==> src/rtl/branch_predictor.sv <==
// branch_predictor
// ----------------
// Direct-mapped branch target buffer with a 2-bit saturating counter per
// entry. The IF stage gets a zero-latency taken/target prediction for the PC
// it is fetching. The EX stage trains the table when a branch or jump
// resolves, and gets back a mispredict flag plus the corrected next PC.
// Two free-running 32-bit counters track resolved branches and mispredicts.
//
// Ports
//   cpu_clk, cpu_rst    core clock, synchronous active-high reset
//   if_pc               PC being fetched
//   pred_hit            table entry valid and tag matches if_pc
//   pred_taken          predicted taken for if_pc
//   pred_target         predicted next PC (table target or if_pc+4)
//   ex_update           branch/jump resolving in EX this cycle (pre-gated)
//   ex_pc               PC of the resolving instruction
//   ex_is_jump          instruction is unconditional (jal/jalr)
//   ex_taken            actual outcome
//   ex_target           actual target when taken
//   ex_pred_taken       prediction that travelled with the instruction
//   ex_pred_target      predicted target that travelled with the instruction
//   mispredict          outcome differs from prediction, redirect + flush
//   redirect_pc         correct next PC
//   perf_branches       number of ex_update cycles (wrapping)
//   perf_mispredicts    number of mispredict cycles (wrapping)

module branch_predictor #(
    parameter int ENTRIES = 16,
    parameter int ADDR_W  = 32
) (
    input  logic              cpu_clk,
    input  logic              cpu_rst,
    input  logic [ADDR_W-1:0] if_pc,
    output logic              pred_hit,
    output logic              pred_taken,
    output logic [ADDR_W-1:0] pred_target,
    input  logic              ex_update,
    input  logic [ADDR_W-1:0] ex_pc,
    input  logic              ex_is_jump,
    input  logic              ex_taken,
    input  logic [ADDR_W-1:0] ex_target,
    input  logic              ex_pred_taken,
    input  logic [ADDR_W-1:0] ex_pred_target,
    output logic              mispredict,
    output logic [ADDR_W-1:0] redirect_pc,
    output logic [31:0]       perf_branches,
    output logic [31:0]       perf_mispredicts
);

    localparam int IDX_W = $clog2(ENTRIES);
    localparam int TAG_W = ADDR_W - 2 - IDX_W;

    logic              valid_q  [ENTRIES];
    logic [TAG_W-1:0]  tag_q    [ENTRIES];
    logic [ADDR_W-1:0] target_q [ENTRIES];
    logic [1:0]        cnt_q    [ENTRIES];
    logic              jmp_q    [ENTRIES];

    logic [31:0]       perf_branches_q;
    logic [31:0]       perf_mispredicts_q;

    logic [IDX_W-1:0]  if_idx;
    logic [TAG_W-1:0]  if_tag;
    logic [IDX_W-1:0]  ex_idx;
    logic [TAG_W-1:0]  ex_tag;
    logic              ex_hit;
    logic [ADDR_W-1:0] if_pc_plus4;
    logic [ADDR_W-1:0] ex_pc_plus4;

    // Byte offset bits are ignored; the word index selects the entry and the
    // remaining upper bits form the tag.
    assign if_idx      = if_pc[IDX_W+1:2];
    assign if_tag      = if_pc[ADDR_W-1:IDX_W+2];
    assign ex_idx      = ex_pc[IDX_W+1:2];
    assign ex_tag      = ex_pc[ADDR_W-1:IDX_W+2];
    assign if_pc_plus4 = if_pc + ADDR_W'(4);
    assign ex_pc_plus4 = ex_pc + ADDR_W'(4);
    assign ex_hit      = valid_q[ex_idx] && (tag_q[ex_idx] == ex_tag);

    // Fetch-side lookup. It reads the registered table only, so an update to
    // the same entry in this cycle is not visible until the next cycle. Reset
    // masks the hit so that fetch sees fall-through while the table is being
    // cleared.
    always_comb begin
        pred_hit    = !cpu_rst && valid_q[if_idx] && (tag_q[if_idx] == if_tag);
        pred_taken  = pred_hit && (jmp_q[if_idx] || cnt_q[if_idx][1]);
        pred_target = pred_taken ? target_q[if_idx] : if_pc_plus4;
    end

    // Resolve-side check. A taken branch that was predicted taken can still
    // be wrong if the target changed (e.g. jalr to a different register).
    always_comb begin
        mispredict  = ex_update &&
                      ((ex_taken != ex_pred_taken) ||
                       (ex_taken && (ex_target != ex_pred_target)));
        redirect_pc = ex_taken ? ex_target : ex_pc_plus4;
    end

    // Table training. Hits move the counter toward the outcome and refresh
    // the target only when taken, so a not-taken pass leaves the last known
    // target for later. Taken misses evict whatever occupies the slot and
    // start weakly taken; not-taken misses never allocate, keeping the table
    // for branches that actually redirect. Tag and target need no reset
    // because valid gates every use of them.
    always_ff @(posedge cpu_clk) begin
        if (cpu_rst) begin
            for (int i = 0; i < ENTRIES; i++) begin
                valid_q[i] <= 1'b0;
                cnt_q[i]   <= 2'd1;
                jmp_q[i]   <= 1'b0;
            end
        end else if (ex_update) begin
            if (ex_hit) begin
                if (ex_taken) begin
                    if (cnt_q[ex_idx] != 2'd3) begin
                        cnt_q[ex_idx] <= cnt_q[ex_idx] + 2'd1;
                    end
                    target_q[ex_idx] <= ex_target;
                end else if (cnt_q[ex_idx] != 2'd0) begin
                    cnt_q[ex_idx] <= cnt_q[ex_idx] - 2'd1;
                end
                jmp_q[ex_idx] <= ex_is_jump;
            end else if (ex_taken) begin
                valid_q[ex_idx]  <= 1'b1;
                tag_q[ex_idx]    <= ex_tag;
                target_q[ex_idx] <= ex_target;
                cnt_q[ex_idx]    <= 2'd2;
                jmp_q[ex_idx]    <= ex_is_jump;
            end
        end
    end

    // Performance counters wrap freely; software is expected to take deltas.
    always_ff @(posedge cpu_clk) begin
        if (cpu_rst) begin
            perf_branches_q    <= 32'd0;
            perf_mispredicts_q <= 32'd0;
        end else begin
            if (ex_update) begin
                perf_branches_q <= perf_branches_q + 32'd1;
            end
            if (mispredict) begin
                perf_mispredicts_q <= perf_mispredicts_q + 32'd1;
            end
        end
    end

    assign perf_branches    = perf_branches_q;
    assign perf_mispredicts = perf_mispredicts_q;

endmodule
==> config.mk <==
export PLATFORM = sky130hd
export DESIGN_NAME = branch_predictor
export DESIGN_NICKNAME = d
export VERILOG_FILES = /design/src/rtl/branch_predictor.sv
export SDC_FILE = /design/constraint.sdc
export NUM_CORES = 2
export LEC_CHECK = 0
export CAP_MARGIN = 20
export CORE_MARGIN = 5
export CORE_UTILIZATION = 54
export CTS_CLUSTER_SIZE = 14
export DETAILED_ROUTE_END_ITERATION = 8
export GPL_TIMING_DRIVEN = 0
export PLACE_DENSITY_LB_ADDON = 0.2
export SETUP_SLACK_MARGIN = 0.2
export SLEW_MARGIN = 30
export SYNTH_ARGS = -nofsm -noshare
export SYNTH_HDL_FRONTEND = slang
export SYNTH_SLANG_ARGS = --single-unit
==> constraint.sdc <==
create_clock -name cpu_clk -period 6.2 [get_ports cpu_clk]
set_clock_uncertainty 0.2 [all_clocks]
set_input_delay 0.62 -clock cpu_clk [delete_from_list [all_inputs] [get_ports cpu_clk]]
set_output_delay 0.62 -clock cpu_clk [all_outputs]
set_load 0.01 [all_outputs]
==> impl_metrics.py <==
metrics = {
    "run_status": {
        "status": "finished clean",
    },
    "clock_network": {
        "cts_htree_levels": 3,
        "cts_made_buffers": 107,
        "clock_sinks": 1056,
        "hold_buffers": 0,
        "clock_path_buffers": 3,
        "clk_pin_slew_ps": 60,
        "cts-root-buf": "clkbuf_16",
        "cts_tree": "yes",
        "clkLatencyLatePin_ps": 700,
    },
    "route": {
        "ant_nets": 0,
        "wirelength_mm": 163,
        "drc": 0,
        "drt_pass1_iterations": 7,
        "detail_route.vias_per_cell": 6.94,
        "routedWlPerCell_um": 36.1,
        "drt_iter0_markers": 5094,
        "vias": 31300,
    },
    "timing": {
        "final-max-slew-violation-count": 0,
        "relSlewSlack": 0.185,
        "setup_viol": 0,
        "hold_viol": 0,
        "finalCritPeriodShare": 0.971,
        "tightest_slew_ps": 1210,
        "post-route-min-period_ps": 6020,
        "max_freq_ghz": 0.166,
        "fin_tns_setup_ps": 0,
        "rsz0062_at_grt": "no",
    },
    "pwr": {
        "p_seq_frac": 0.488,
        "p_leak_nw": 19.1,
        "pwr-share-comb": 0.093,
        "peakVddDrop_v": 0.000233,
        "p_clk_frac": 0.419,
        "internal-power_w": 0.0124,
        "swShare": 0.231,
        "p_sw_w": 0.00372,
        "cellPowerDensity_mw_per_mm2": 275,
    },
    "synthesis": {
        "synth_top_area_cell": "edfxtp_1",
        "netlist_top_cells_count": "976 x edfxtp_1, 374 x mux4_2, 144 x nand2_1, 112 x nor2_1, 101 x clkbuf_1",
        "ys_seq_area_frac": 0.639,
        "synth_mux_area_frac": 0.209,
        "avgSynthCellArea_sq_um": 17.3,
        "synthAdderAreaFrac": 0.00181,
        "synth-edff-count": 976,
        "synth_top_area_frac": 0.606,
        "async_reset_ff_frac": 0,
        "synth_compound_area_frac": 0.0359,
        "netlist_top_cells_area": "edfxtp_1 61%, mux4_2 17%, dfxtp_1 3.3%, mux2i_1 1.8%, xor2_1 1.7%",
        "synth_fp_nets": 2936,
        "synth_most_common_cell": "edfxtp_1",
        "synth-seq-cells": 1056,
        "synth_cells": 2795,
        "synth_flop_cell": "edfxtp_1",
        "syn_area_sq_mm": 0.0484,
        "ys.warnings.count": 0,
        "synth.distinct_cells": 81,
        "synthXorXnorAreaFrac": 0.0335,
        "yosys.area_share.simple": 0.0607,
        "synth_top_family_by_area": "multiplexers",
    },
    "hold_path": {
        "holdCritPathClass": "in -> reg",
    },
    "setup_path": {
        "crit_path_start_kind": "primary input",
        "arrival_ps": 5200,
        "endpoint_kind": "output port",
        "crit_required_ps": 5380,
        "crit_type": "in -> out",
        "crit_fanout": 10,
    },
    "floorplan": {
        "ios": 265,
        "start_util": 0.546,
        "dieWidth_um": 309,
        "rows": 109,
        "dieArea_sq_mm": 0.0956,
        "core_sq_mm": 0.0886,
        "die_y_um": 309,
    },
    "cells_and_area": {
        "fin_util": 0.661,
        "fin_nets": 3382,
        "area_delta_synth_final_pct": 21.1,
        "drive_above_1_share": 0.261,
    },
    "placed_design": {
        "portBuffers": 263,
        "routabilityCongestion": 0.962,
        "dp_hpwl_mm": 114,
    },
    "global_routing": {
        "grt_pass1_vias": 31100,
        "grt_pass1_wl_mm": 227,
        "grt_usage": 0.337,
        "antenna_found_initial": 10,
        "grt_max_degree": 25,
        "overflow": 0,
    },
    "run": {
        "drv_cap": 0,
    },
}
-- what timing repair did --
action | in CTS | in global routing
pin swaps | 2 | 1
setup endpoints to repair | 580 | 55
setup buffers | 3 | 0
resized for setup | 90 | 40
-- worst max-delay path: stages --
cell and delay, ps:
clkdlybuf4s15_1 450, clkbuf_4 420, clkbuf_4 400, mux4_2 350, mux4_2 570, xnor2_1 220, nand2_1 70, nor3_1 210
nand4_1 120, nor4_1 930, nor2b_1 250, clkdlybuf4s50_1 550
-- power by group through the flow --
stage                     sequential, W  clock, W  combinational (W)
after floorplan                 0.00801         0           0.000733
after global placement          0.00802         0            0.00138
after detailed placement        0.00802         0            0.00142
after CTS                       0.00787   0.00679            0.00144
after global routing            0.00787   0.00711            0.00153
final                           0.00787   0.00675            0.00149
-- path summary, 6_finish.rpt --
check	from	endpoint	slack, ps	cells past startpoint
worst max-delay path	if_pc[3]	pred_taken	180	12
worst min-delay path	ex_pc[10]	tag_q[12][4]	260	1
worst max register to register	tag_q[11][19]	cnt_q[13][1]	1180	10
worst min register to register	valid_q[5]	valid_q[5]	280	1
-- layer usage --
layer | vias up | track usage | wire [um]
li1 | 12300 | - | -
met1 | 16000 | 0.460 | 57900
met2 | 2515 | 0.533 | 75300
met3 | 439 | 0.0965 | 22500
met4 | 6 | 0.114 | 6830
met5 | - | 0 | 40
-- cells by family (layout without fill, tap and decap cells) --
group / Yosys count / count (layout)
AND/OR/NAND/NOR: 571 / 571
AO/OA/AOI/OAI: 246 / 246
adder cells (fa/ha/maj): 7 / 7
flip-flops: 1056 / 1056
other: 0 / 6
buffers and inverters: 202 / 741
XOR/XNOR: 185 / 185
multiplexers: 528 / 528
-- layout by cell type (no fill, tap or decap), types with 18 or more instances in the layout --
cell | synthesis | routed
buf_16 | 0 | 55
nand2_1 | 144 | 144
nand3_1 | 53 | 52
mux2i_1 | 85 | 82
clkbuf_16 | 0 | 109
a21o_1 | 18 | 18
clkbuf_2 | 0 | 28
xnor2_1 | 89 | 85
mux2_2 | 66 | 66
clkinv_1 | 1 | 21
or3_1 | 22 | 22
o21ai_0 | 70 | 61
mux4_2 | 374 | 374
inv_1 | 23 | 23
buf_6 | 8 | 18
nor3_1 | 55 | 53
nor4_1 | 26 | 25
nand4_1 | 28 | 28
edfxtp_1 | 976 | 976
nor2_1 | 112 | 94
dfxtp_1 | 80 | 80
xor2_1 | 96 | 95
clkdlybuf4s50_1 | 0 | 259
and2_1 | 24 | 24
a21oi_1 | 25 | 22
clkbuf_1 | 101 | 84
buf_4 | 10 | 23
clkinv_2 | 0 | 24
and3_1 | 36 | 36
buf_2 | 26 | 26
-- metrics by stage --
stage / std cells / worst slack [ps] / total power (W) / cell area [sq um] / hold slack (ps)
final: 4505 / 178 / 0.0161 / 58600 / 264
after global routing: 4500 / 203 / 0.0165 / 58500 / 243
after CTS: 4498 / 203 / 0.0161 / 58400 / 275
after detailed placement: 4293 / -1610 / 0.00944 / 54600 / 260
after global placement: 4223 / -6590 / 0.00939 / 52500 / 247
after floorplan: 2795 / 302 / 0.00874 / 48400 / 238
-- registers in the layout (all words and copies together) (netlist names) --
signal and cells:
valid_q 16, jmp_q 16, perf_branches 32, perf_mispredicts 32
target_q 512, tag_q 416, cnt_q 32
-- cell type report --
cell class | count | area (sq um)
fillers | 5881 | 30100
well taps | 1165 | 1460
clock buffers | 131 | 2820
flip-flops and latches | 1056 | 30900
repair buffers | 337 | 4410
diodes | 6 | 15.0
inverters | 24 | 90.1
clock inverters | 71 | 816
plain buffers | 178 | 1140
multi-input cells | 1537 | 16900
No activity file was read; power rests on OpenSTA's default activity.
